`src/rtl/dmem_bus_pkg.sv`:
```
// dmem_bus_pkg -- shared types and constants for the data-memory bus controller.
// Holds the controller state encoding, the default error read value and the
// timeout counter width helper.
package dmem_bus_pkg;

  // Controller states: waiting for a core request, owning the bus, one-cycle completion
  typedef enum logic [1:0] {
    IDLE = 2'b00,
    BUS  = 2'b01,
    DONE = 2'b10
  } state_e;

  // Value returned on read_data whenever an access fails (misaligned or timed out)
  localparam logic [31:0] ERR_DATA_DEFAULT = 32'hDEADBEEF;

  // Default number of BUS cycles allowed before giving up on bus_ack
  localparam int TIMEOUT_DEFAULT = 32'd16;

  // Counter width able to hold the value TIMEOUT itself
  localparam int TIMER_W = $clog2(TIMEOUT_DEFAULT + 32'd1);

  // Same width rule for a non-default TIMEOUT
  function automatic int timer_width(input int timeout);
    return $clog2(timeout + 32'd1);
  endfunction

  // Word-align a byte address by clearing the byte-offset bits
  function automatic logic [31:0] word_align(input logic [31:0] addr);
    return {addr[31:2], 2'b00};
  endfunction

  // True when the byte address is on a 32-bit word boundary
  function automatic logic is_aligned(input logic [31:0] addr);
    return (addr[1:0] == 2'b00);
  endfunction

endpackage

```
`src/rtl/dmem_bus_ctrl_timer.sv`:
```
// bus_timer -- counts cycles spent in the BUS state and flags the last allowed
// cycle. The count is forced to zero while 'clear' is high, so every bus
// transaction starts with a fresh budget of TIMEOUT cycles.
module bus_timer
  import dmem_bus_pkg::*;
#(
  parameter int TIMEOUT = TIMEOUT_DEFAULT,
  parameter int W       = TIMER_W
) (
  input  logic clk,
  input  logic rst,
  input  logic clear,
  input  logic enable,
  output logic expired
);

  localparam logic [W-1:0] LAST  = W'(TIMEOUT - 32'd1);
  localparam logic [W-1:0] LIMIT = W'(TIMEOUT);
  localparam logic [W-1:0] ONE   = W'(32'd1);

  logic [W-1:0] count_r;

  // Count enabled cycles, saturating at TIMEOUT; clear has priority over counting
  always_ff @(posedge clk) begin
    if (rst) begin
      count_r <= {W{1'b0}};
    end else if (clear) begin
      count_r <= {W{1'b0}};
    end else if (enable && (count_r != LIMIT)) begin
      count_r <= count_r + ONE;
    end
  end

  // Expired marks the TIMEOUT-th enabled cycle, so the owner can leave on that edge
  always_comb begin
    expired = enable & (count_r >= LAST);
  end

endmodule

```
`src/rtl/dmem_bus_ctrl.sv`:
```
// dmem_bus_ctrl -- bridges the core's load/store port onto a simple
// request/acknowledge bus. A word-aligned request stalls the core while the
// controller owns the bus, then releases it for exactly one DONE cycle.
// Misaligned requests never reach the bus and report err in the same cycle.
// Build option: define DMEM_BUS_CTRL_WBUF_EN to add a single-entry posted
// write buffer (writes release the core immediately and drain in background).
module dmem_bus_ctrl
  import dmem_bus_pkg::*;
#(
  parameter int          TIMEOUT  = TIMEOUT_DEFAULT,
  parameter logic [31:0] ERR_DATA = ERR_DATA_DEFAULT
) (
  input  logic        clk,
  input  logic        rst,
  input  logic        read,
  input  logic        write,
  input  logic [31:0] address,
  input  logic [31:0] write_data,
  output logic [31:0] read_data,
  output logic        stall,
  output logic        err,
  output logic        bus_req,
  output logic        bus_we,
  output logic [31:0] bus_addr,
  output logic [31:0] bus_wdata,
  input  logic [31:0] bus_rdata,
  input  logic        bus_ack
);

  localparam int TW = timer_width(TIMEOUT);

  state_e      state_r;
  state_e      state_nxt_s;
  logic        req_s;
  logic        aligned_s;
  logic        go_s;
  logic        finish_s;
  logic        mis_err_s;
  logic        expired_s;
  logic        posted_s;
  logic        timer_clear_s;
  logic        timer_en_s;
  logic        bus_req_r;
  logic        bus_we_r;
  logic        err_r;
  logic [31:0] bus_addr_r;
  logic [31:0] bus_wdata_r;
  logic [31:0] read_data_r;

  assign req_s     = read | write;
  assign aligned_s = is_aligned(address);
  assign go_s      = req_s & aligned_s & (state_r == IDLE);
  // A bus transaction ends on acknowledge or on the last allowed cycle
  assign finish_s  = (state_r == BUS) & (bus_ack | expired_s);

  assign timer_clear_s = (state_r != BUS);
  assign timer_en_s    = (state_r == BUS);

  bus_timer #(
    .TIMEOUT (TIMEOUT),
    .W       (TW)
  ) u_timer (
    .clk     (clk),
    .rst     (rst),
    .clear   (timer_clear_s),
    .enable  (timer_en_s),
    .expired (expired_s)
  );

`ifdef DMEM_BUS_CTRL_WBUF_EN
  logic posted_r;

  // Marks the in-flight transaction as a posted write that the core is not waiting on
  always_ff @(posedge clk) begin
    if (rst) begin
      posted_r <= 1'b0;
    end else if (go_s) begin
      posted_r <= write;
    end else if (finish_s) begin
      posted_r <= 1'b0;
    end
  end

  assign posted_s = posted_r;
`else
  assign posted_s = 1'b0;
`endif

  // Next-state selection; posted writes return straight to IDLE with no DONE
  always_comb begin
    state_nxt_s = state_r;
    case (state_r)
      IDLE: begin
        if (go_s) begin
          state_nxt_s = BUS;
        end else begin
          state_nxt_s = IDLE;
        end
      end
      BUS: begin
        if (finish_s) begin
          state_nxt_s = posted_s ? IDLE : DONE;
        end else begin
          state_nxt_s = BUS;
        end
      end
      DONE:    state_nxt_s = IDLE;
      default: state_nxt_s = IDLE;
    endcase
  end

  // Core stall: held while an aligned request is outstanding, dropped in DONE
  always_comb begin
`ifdef DMEM_BUS_CTRL_WBUF_EN
    // A write accepted from IDLE is posted and does not stall; anything arriving
    // while the buffer drains waits for the drain to complete
    stall = req_s & aligned_s &
            ((state_r == BUS) | ((state_r == IDLE) & ~write));
`else
    stall = req_s & aligned_s & (state_r != DONE);
`endif
  end

  // Misaligned request seen while the controller can answer it immediately
  always_comb begin
    mis_err_s = req_s & ~aligned_s &
                ((state_r == IDLE) | ((state_r == BUS) & posted_s));
  end

  // Main datapath and control registers
  always_ff @(posedge clk) begin
    if (rst) begin
      state_r     <= IDLE;
      bus_req_r   <= 1'b0;
      bus_we_r    <= 1'b0;
      bus_addr_r  <= 32'h0000_0000;
      bus_wdata_r <= 32'h0000_0000;
      read_data_r <= 32'h0000_0000;
      err_r       <= 1'b0;
    end else begin
      state_r   <= state_nxt_s;
      bus_req_r <= (state_nxt_s == BUS);
      // Timeout error is visible for one cycle after expiry: DONE, or IDLE for a posted write
      err_r     <= (state_r == BUS) & ~bus_ack & expired_s;

      // Capture the request on entry to BUS so the bus side stays stable; write wins over read
      if (go_s) begin
        bus_we_r    <= write;
        bus_addr_r  <= word_align(address);
        bus_wdata_r <= write_data;
      end

      // read_data only changes on a completed/failed access and otherwise holds
      if (mis_err_s) begin
        read_data_r <= ERR_DATA;
      end else if ((state_r == BUS) && bus_ack && !bus_we_r) begin
        read_data_r <= bus_rdata;
      end else if ((state_r == BUS) && !bus_ack && expired_s && !posted_s) begin
        read_data_r <= ERR_DATA;
      end
    end
  end

  assign bus_req   = bus_req_r;
  assign bus_we    = bus_we_r;
  assign bus_addr  = bus_addr_r;
  assign bus_wdata = bus_wdata_r;
  // Misaligned errors must present ERR_DATA in the same cycle they are flagged
  assign read_data = mis_err_s ? ERR_DATA : read_data_r;
  assign err       = err_r | mis_err_s;

endmodule

```
`config.mk`:
```
export PLATFORM = sky130hd
export DESIGN_NAME = dmem_bus_ctrl
export DESIGN_NICKNAME = d
export VERILOG_FILES = /design/src/rtl/dmem_bus_pkg.sv /design/src/rtl/dmem_bus_ctrl_timer.sv /design/src/rtl/dmem_bus_ctrl.sv
export SDC_FILE = /design/constraint.sdc
export NUM_CORES = 1
export LEC_CHECK = 0
export CORE_MARGIN = 1
export CORE_UTILIZATION = 35
export CTS_CLUSTER_SIZE = 28
export DETAILED_ROUTE_END_ITERATION = 10
export GPL_TIMING_DRIVEN = 0
export PLACE_DENSITY = 0.79
export SLEW_MARGIN = 25
export SYNTH_ARGS = -nofsm -noshare
export SYNTH_HDL_FRONTEND = slang
export SYNTH_SLANG_ARGS = --single-unit
```
`constraint.sdc`:
```
create_clock -name clk -period 2.32 [get_ports clk]
set_input_delay 0.348 -clock clk [delete_from_list [all_inputs] [get_ports clk]]
set_output_delay 0.348 -clock clk [all_outputs]
set_load 0.1 [all_outputs]
```
* Word level (Yosys, flattened, before mapping)
Cells that the tools add are included.
Cells by class: mux-type cells 7, order comparisons 1, $add $sub $neg 1, bitwise logic cells 14, reductions and logical operators 13, eq/ne operators 5
Operator list (number):
- $mux W32 | 4
- $and A1 B1 Y1 | 9
- $add A5 B1 Y5 const B | 1
- $ge A5 B4 Y1 const B | 1
- $logic_and A1 B1 Y1 | 5
- $ne A5 B5 Y1 const B | 1
- $eq A2 B1 Y1 const B | 2
- $logic_not A2 Y1 | 2
- $pmux W2 S2 | 1
- $reduce_or A2 Y1 | 2
- $or A1 B1 Y1 | 3
- $reduce_bool A3 Y1 | 1
- $logic_not A1 Y1 | 2
- $mux W2 | 1
- $ne A2 B1 Y1 const B | 1
- $ne A2 B2 Y1 const B | 1
- $not A1 Y1 | 2
- $reduce_bool A2 Y1 | 1
- $mux W1 | 1
Word-level totals: output and inout port bits 100, input port bits 101, word-level logic and storage cells 50, register bits after elaboration 104

* Depth between registers and ports, before layout
Gate-level depths: netlist of the first run.
depth in word-level cells 7, mapped depth 7, mapped depth without buffers 6

* Hierarchy
Synthesis of the first run repeated with hierarchy kept, for this count alone.
Second synthesis, totals: cells, all modules 501, area, all modules 4140.2 um^2
Modules (own cells, without submodules):
- dmem_bus_ctrl | sequential area each 1981.9 um^2, times used 1, cells an instance 468, area each 3828.7 um^2
- bus_timer | sequential area each 100.1 um^2, times used 1, cells an instance 33, area each 311.5 um^2

* Worst setup path before layout of the first run
Ideal clock, no wire load.
path type in2out, from input port address[1], to output port stall, buffers on the path 2, path slack -1166 ps, cell stages on the path 4, arrival time 3138 ps, required time 1972 ps, cells stage by stage or2_2 clkbuf_1 clkbuf_1 nor3_1
Between the ends: cells in the longest elaborated chain, start to end 3
Ends and longest elaborated chain:
- start, declared | line dmem_bus_ctrl.sv:17 | input logic [31:0] address,
- $logic_not A2 Y1 | line dmem_bus_pkg.sv:34 | return (addr[1:0] == 2'b00);
- $and A1 B1 Y1 (2 in series) | line dmem_bus_ctrl.sv:120 | stall = req_s & aligned_s & (state_r != DONE);
- end, declared | line dmem_bus_ctrl.sv:20 | output logic stall,
Every way passes these cells.

* Worst setup path in the final report of the first run
from register bus_we_r (netlist: bus_we), to output port bus_we
RTL lines:
- start, declared | line dmem_bus_ctrl.sv:44 | logic bus_we_r;
- start signal, assigned | line dmem_bus_ctrl.sv:148 | bus_we_r <= write;
- end, declared | line dmem_bus_ctrl.sv:23 | output logic bus_we,
No word-level cell between the ends.

==> results_dict.tcl, run 1 <==
set metrics [dict create \
    status "finished clean" \
    synth-seq-cells 104 \
    crit_type "register to output pin" \
    crit_fanout 4 \
    hold_path_class "register to register" \
    fmax_mhz 445 \
    crit_path_end_kind "output pin" \
    rows 41 \
    diodes 0 \
    max_stage_delay_ns 1.17 \
    whs_ns 0.469 \
    p_sw_mw 1.86 \
    swShare_pct 35.3 \
    insertion_delay_ns 0.34 \
    setup_viol 0 \
    ant_nets 0 \
    stdcell_area_mm2 0.00721 \
    port_buffers 197 \
    async_flop_share_pct 0 \
    cpMaxStageDelayCell "clkdlybuf4s50_1" \
    cts_max_path_buffers 2 \
    syn_area_mm2 0.00467 \
    num-nets-final 842 \
    comb_power_share_pct 30.5 \
    place_area_mm2 0.00687 \
    clock-sinks 104 \
    postSynthAreaPerCell_um2 8.81 \
    hold_violations 0 \
    routedWlPerCell_um 16.8 \
    grt_pass1_wl_um 24800 \
    nFillCells 1169 \
    drtIter0Drc 428 \
    peakVddDrop_mv 0.474 \
    use_met3_pct 4.80 \
    area_growth_pct 54.4 \
    clkPwrFrac_pct 33.0 \
    yosysWarnings 0 \
    totalWireLength_um 15400 \
    use_met2_pct 37.0 \
    p_leak_nw 2.68 \
    synthTopCellsByArea "dfxtp_1, o31ai_1, nand4_1, a21oi_1, a311oi_2" \
    cts_made_buffers 9 \
    cts_tree "built" \
    final_common_cell "clkdlybuf4s50_1" \
    cp.arrival_ns 1.90 \
    vias 4947 \
    globalplace.congestion 0.819 \
    hpwl_um 11200 \
    ios 201 \
    drv_slew 0 \
    clock_skew_ns 0.0111 \
    drv_cap 0 \
    drt-pass1-iter-count 5 \
    multi_input_area_mm2 0.00221 \
    drive_gt1_share_pct 13.5 \
    intPower_mw 3.41 \
    worst_pin_slew_ns 1.04 \
    synth_top_area_share_pct 44.6 \
    worst-path-buf-inv 1 \
    route.detailed.drc 0 \
    grt_max_degree 17 \
    cp_top_family "buffers and inverters" \
    crit_chain "clkdlybuf4s50_1" \
    fin_crit_sh_pct 96.9 \
    seqPwrFrac_pct 36.5 \
    start_kind "register" \
    synth_cell_type_count 38 \
    seq_area_mm2 0.00208 \
    top_usage_layer "met2" \
    core-area_mm2 0.0128 \
    grt_pass1_vias 4959 \
    slew_headroom_pct 30.5 \
    via_per_inst 5.41 \
    synth-main-ff-cell "dfxtp_1" \
    grt_overflow_total 0 \
    dp_slack_ns -1.18 \
    final_cell_mix "clkdlybuf4s50_1, dfxtp_1, a21oi_1, o31ai_1, nand4_1" \
    synth_cells 530 \
    die_area_mm2 0.0138 \
    clk_pin_slew_ns 0.07 \
    synth_edf_count 0 \
    cts_root_buf "clkbuf_16" \
    antenna_found_initial 0 \
    htree_levels 3 \
    dieHeight_um 117 \
    track_usage_pct 22.0 \
    worstPathRequired_ns 1.97 \
    synth_seq_area_share_pct 44.6 \
    p_per_area_mw_per_mm2 732 \
    synth_top_area_cell "dfxtp_1" \
    hold_buffers 0 \
    fin_ws_ns 0.0729 \
    rsz0062_at_grt "false" \
    period_needed_ns 2.25 \
    grt_use_met1_pct 27.4 \
    die-width_um 117 \
    start_util_pct 36.4 \
]
## worst min-delay path: cells and delay by family, from the launching register on
kind / cells / cell delay, ns
DFF: 1 / 0.31
AOI/OAI and AO/OA: 2 / 0.12
## per-stage QoR
step           util [%]  power (mW)  cells  setup TNS [ns]
2_1_floorplan         -        3.08    531               0
3_3_place_gp       53.6        3.55    900          -35.57
3_5_place_dp       53.6        3.57    900          -35.56
4_1_cts            56.0        5.30    915               0
5_1_grt            56.2        5.45    915               0
6_report           56.2        5.27    915               0
## synthesized netlist by cell type (4+ instances only)
library cell / count
nand3_1: 5
nand2_1: 26
buf_4: 4
buf_1: 11
inv_1: 27
and2_1: 8
a21oi_1: 69
clkbuf_1: 44
a311oi_1: 4
o31ai_1: 63
nand4_1: 62
buf_2: 7
nor4_1: 8
nor2_1: 31
a311oi_2: 20
mux2i_1: 8
dfxtp_1: 104
## path summary, 6_finish.rpt
kind                            from         endpoint  slack, ns  depth (start not counted)
hold reg to reg        bus_wdata[31]    bus_wdata[31]       0.47                          2
setup reg to reg  u_timer.count_r[1]  read_data_r[27]       0.29                          7
hold / removal         bus_wdata[31]    bus_wdata[31]       0.47                          2
setup / recovery              bus_we           bus_we       0.07                          1
## kinds of logic (layout without fill, tap and decap cells)
| kind of cell | count (synthesis) | after routing | synth area share [%] |
|---|---|---|---|
| AND/OR/NAND/NOR | 160 | 160 | 18.9 |
| AO/OA/AOI/OAI | 158 | 158 | 25.2 |
| flip-flops | 104 | 104 | 44.6 |
| buffers and inverters | 95 | 307 | 8.47 |
| multiplexers | 8 | 8 | 1.72 |
| adder cells (fa/ha/maj) | 3 | 3 | 0.804 |
| other | 1 | 2 | 0.0804 |
| XOR/XNOR | 1 | 1 | 0.188 |
## timing repair
item | CTS | global route
pin swaps | 0 | 1
resized for setup | 223 | 5
setup buffers | 0 | 1
endpoints found under the setup margin | 34 | 28
## metal layers
| metal | vias up | share of wire [%] |
|---|---|---|
| met3 | 27 | 7.4 |
| met4 | 0 | 2.5 |
| met1 | 2315 | 43 |
| met2 | 230 | 47 |
| li1 | 2375 | - |
| met5 | - | 0 |
## sequential cells by signal, indices dropped and copies added (netlist names)
signal	flops
bus_addr	30
bus_req	1
bus_wdata	32
bus_we	1
err_r	1
read_data_r	32
state_r	2
u_timer.count_r	5
## power groups by stage
stage          clock network [mW]  registers (mW)  logic, mW
6_report                     1.74            1.92       1.61
5_1_grt                      1.84            1.93       1.68
4_1_cts                      1.77            1.92       1.60
3_5_place_dp                    0            1.96       1.60
3_3_place_gp                    0            1.96       1.59
2_1_floorplan                   0            2.30      0.777
## cell type report
class                   count  share of cell area, %
well taps                 172                   2.99
plain buffers              66                   4.24
flip-flops and latches    104                   28.9
clock inverters             5                   1.44
multi-input cells         332                   30.7
inverters                  27                   1.41
repair buffers            198                   26.9
clock buffers              11                   3.37
Note: power is estimated with default switching activity, not from simulation.
==> inputs of run 2 (changes only) <==
--- a/config.mk
+++ b/config.mk
@@ -5,7 +5,6 @@
 export SDC_FILE = /design/constraint.sdc
 export NUM_CORES = 1
 export LEC_CHECK = 0
-export CORE_MARGIN = 1
 export CORE_UTILIZATION = 35
 export CTS_CLUSTER_SIZE = 28
 export DETAILED_ROUTE_END_ITERATION = 10
==> results of run 2 <==
Final layout, timing and power as in run 1 (identical DEF).
==> inputs of run 3 (changes only) <==
--- a/config.mk
+++ b/config.mk
@@ -8,7 +8,6 @@
 export CORE_UTILIZATION = 35
 export CTS_CLUSTER_SIZE = 28
 export DETAILED_ROUTE_END_ITERATION = 10
-export GPL_TIMING_DRIVEN = 0
 export PLACE_DENSITY = 0.79
 export SLEW_MARGIN = 25
 export SYNTH_ARGS = -nofsm -noshare
==> run 3 against run 2 <==
Critical path type is now input port to output pin. Register-to-register slack worse by 0.04 ns. Utilization up 0.29 points. Fmax up 2.6%. Critical endpoint is now read_data[4]. Clock power down 20%.
==> results_dict.tcl, run 3 (synthesized netlist as in run 1, its figures left out) <==
set metrics [dict create \
    diodes 0 \
    total_power_mw 5.04 \
    grt_max_degree 65 \
    setup_viol 0 \
    worst_pin_slew_ns 0.728 \
    start_util_pct 36.4 \
    fmax_mhz 457 \
    drv_cap 0 \
    crit_fanout 37 \
    rrSetupSlack_ns 0.25 \
    fin_crit_sh_pct 94.4 \
    track_usage_pct 20.7 \
    status "finished clean" \
    crit_type "input port to output pin" \
    totalWireLength_um 14700 \
    tns_ns 0 \
    peakVddDrop_mv 0.316 \
    clock-sinks 104 \
    grt_overflow_total 0 \
    seqPwrFrac_pct 38.2 \
    swShare_pct 36.7 \
    antenna_found_initial 0 \
    core-area_mm2 0.0128 \
    p_leak_nw 2.88 \
    globalplace.congestion 0.791 \
    final_common_cell "dfxtp_1" \
    drv_slew 0 \
    num-nets-final 794 \
    htree_levels 3 \
    vias 4804 \
    die_area_mm2 0.0138 \
    hpwl_um 9830 \
    via_per_inst 5.54 \
    grt_pass1_wl_um 23500 \
    p_sw_mw 1.85 \
    grt_pass1_vias 4507 \
    die-width_um 117 \
    p_per_area_mw_per_mm2 696 \
    period_needed_ns 2.19 \
    drt-pass1-iter-count 7 \
    worstPathRequired_ns 1.97 \
    dieHeight_um 117 \
    port_buffers 198 \
    routedWlPerCell_um 16.9 \
    cts_tree "built" \
    insertion_delay_ns 0.34 \
    drive_gt1_share_pct 24.2 \
    hold_buffers 0 \
    rsz0062_at_grt "false" \
    ant_nets 0 \
    clkPwrFrac_pct 27.5 \
    rows 41 \
    cts_made_buffers 9 \
    cts_root_buf "clkbuf_16" \
    crit_path_end_kind "output pin" \
    slew_headroom_pct 51.5 \
    area_growth_pct 55.2 \
    cp.arrival_ns 1.84 \
    cts_max_path_buffers 2 \
    final_cell_mix "dfxtp_1, clkdlybuf4s50_1, buf_4, a21oi_1, o31ai_1" \
    start_kind "input port" \
    hold_path_class "register to register" \
    drtIter0Drc 351 \
    intPower_mw 3.19 \
    route.detailed.drc 0 \
    clk_pin_slew_ns 0.07 \
    comb_power_share_pct 34.3 \
    clock_skew_ns 0.00659 \
    hold_violations 0 \
    ios 201 \
]
-- run 3: cell type report --
class,instances,area [um^2]
clock buffer,13,250
clock inverter,3,17.5
fill,1115,5580
inverter,27,101
multi-input combinational,332,2240
sequential,104,2080
tap,172,215
timing repair buffer,216,2330
-- run 3: worst max-delay path, cell delays in order --
cell and delay [ns]:
clkdlybuf4s50_1 0.45, or2_2 0.34, nand3_2 0.11, buf_12 0.20, and2_2 0.20, buf_12 0.17
-- run 3: power groups by stage --
| stage | Combinational (mW) | Sequential (mW) | Clock [mW] |
|---|---|---|---|
| 2_1_floorplan | 0.777 | 2.30 | 0 |
| 3_5_place_dp | 1.73 | 1.96 | 0 |
| 5_1_grt | 1.79 | 1.93 | 1.51 |
| 3_3_place_gp | 1.71 | 1.96 | 0 |
| 4_1_cts | 1.73 | 1.92 | 1.43 |
| 6_report | 1.73 | 1.93 | 1.39 |
-- run 3: path summary, 6_finish.rpt --
check | to | cells after the start | from
min reg2reg | bus_wdata[31] | 2 | bus_wdata[31]
min | bus_wdata[31] | 2 | bus_wdata[31]
max reg2reg | read_data_r[11] | 6 | u_timer.count_r[1]
max | read_data[4] | 6 | read
-- run 3: through the flow --
stage | instance area, um^2 | setup WS, ns | cells | util, % | hold WS, ns
global placement | 6970 | 0.170 | 851 | 54.3 | 0.456
finish | 7240 | 0.131 | 867 | 56.5 | 0.475
detailed placement | 6970 | 0.125 | 851 | 54.3 | 0.466
floorplan | 4680 | 0.0800 | 531 | - | 0.447
global route | 7240 | 0.0777 | 867 | 56.5 | 0.495
CTS | 7230 | 0.0951 | 867 | 56.4 | 0.477
-- run 3: repair_timing --
action	CTS	global route
resized for setup	0	1
buffers inserted	0	0
endpoints found under the setup margin	0	3
-- run 3: metal layers --
layer	GRT usage (%)	vias to the layer above	part of all wire, %	wire length, um
li1	-	2282	-	-
met1	26.9	2306	43	6260
met2	34.5	200	50	7270
met3	4.89	16	6.7	976
met4	5.05	0	1.1	165
met5	0	-	0	0
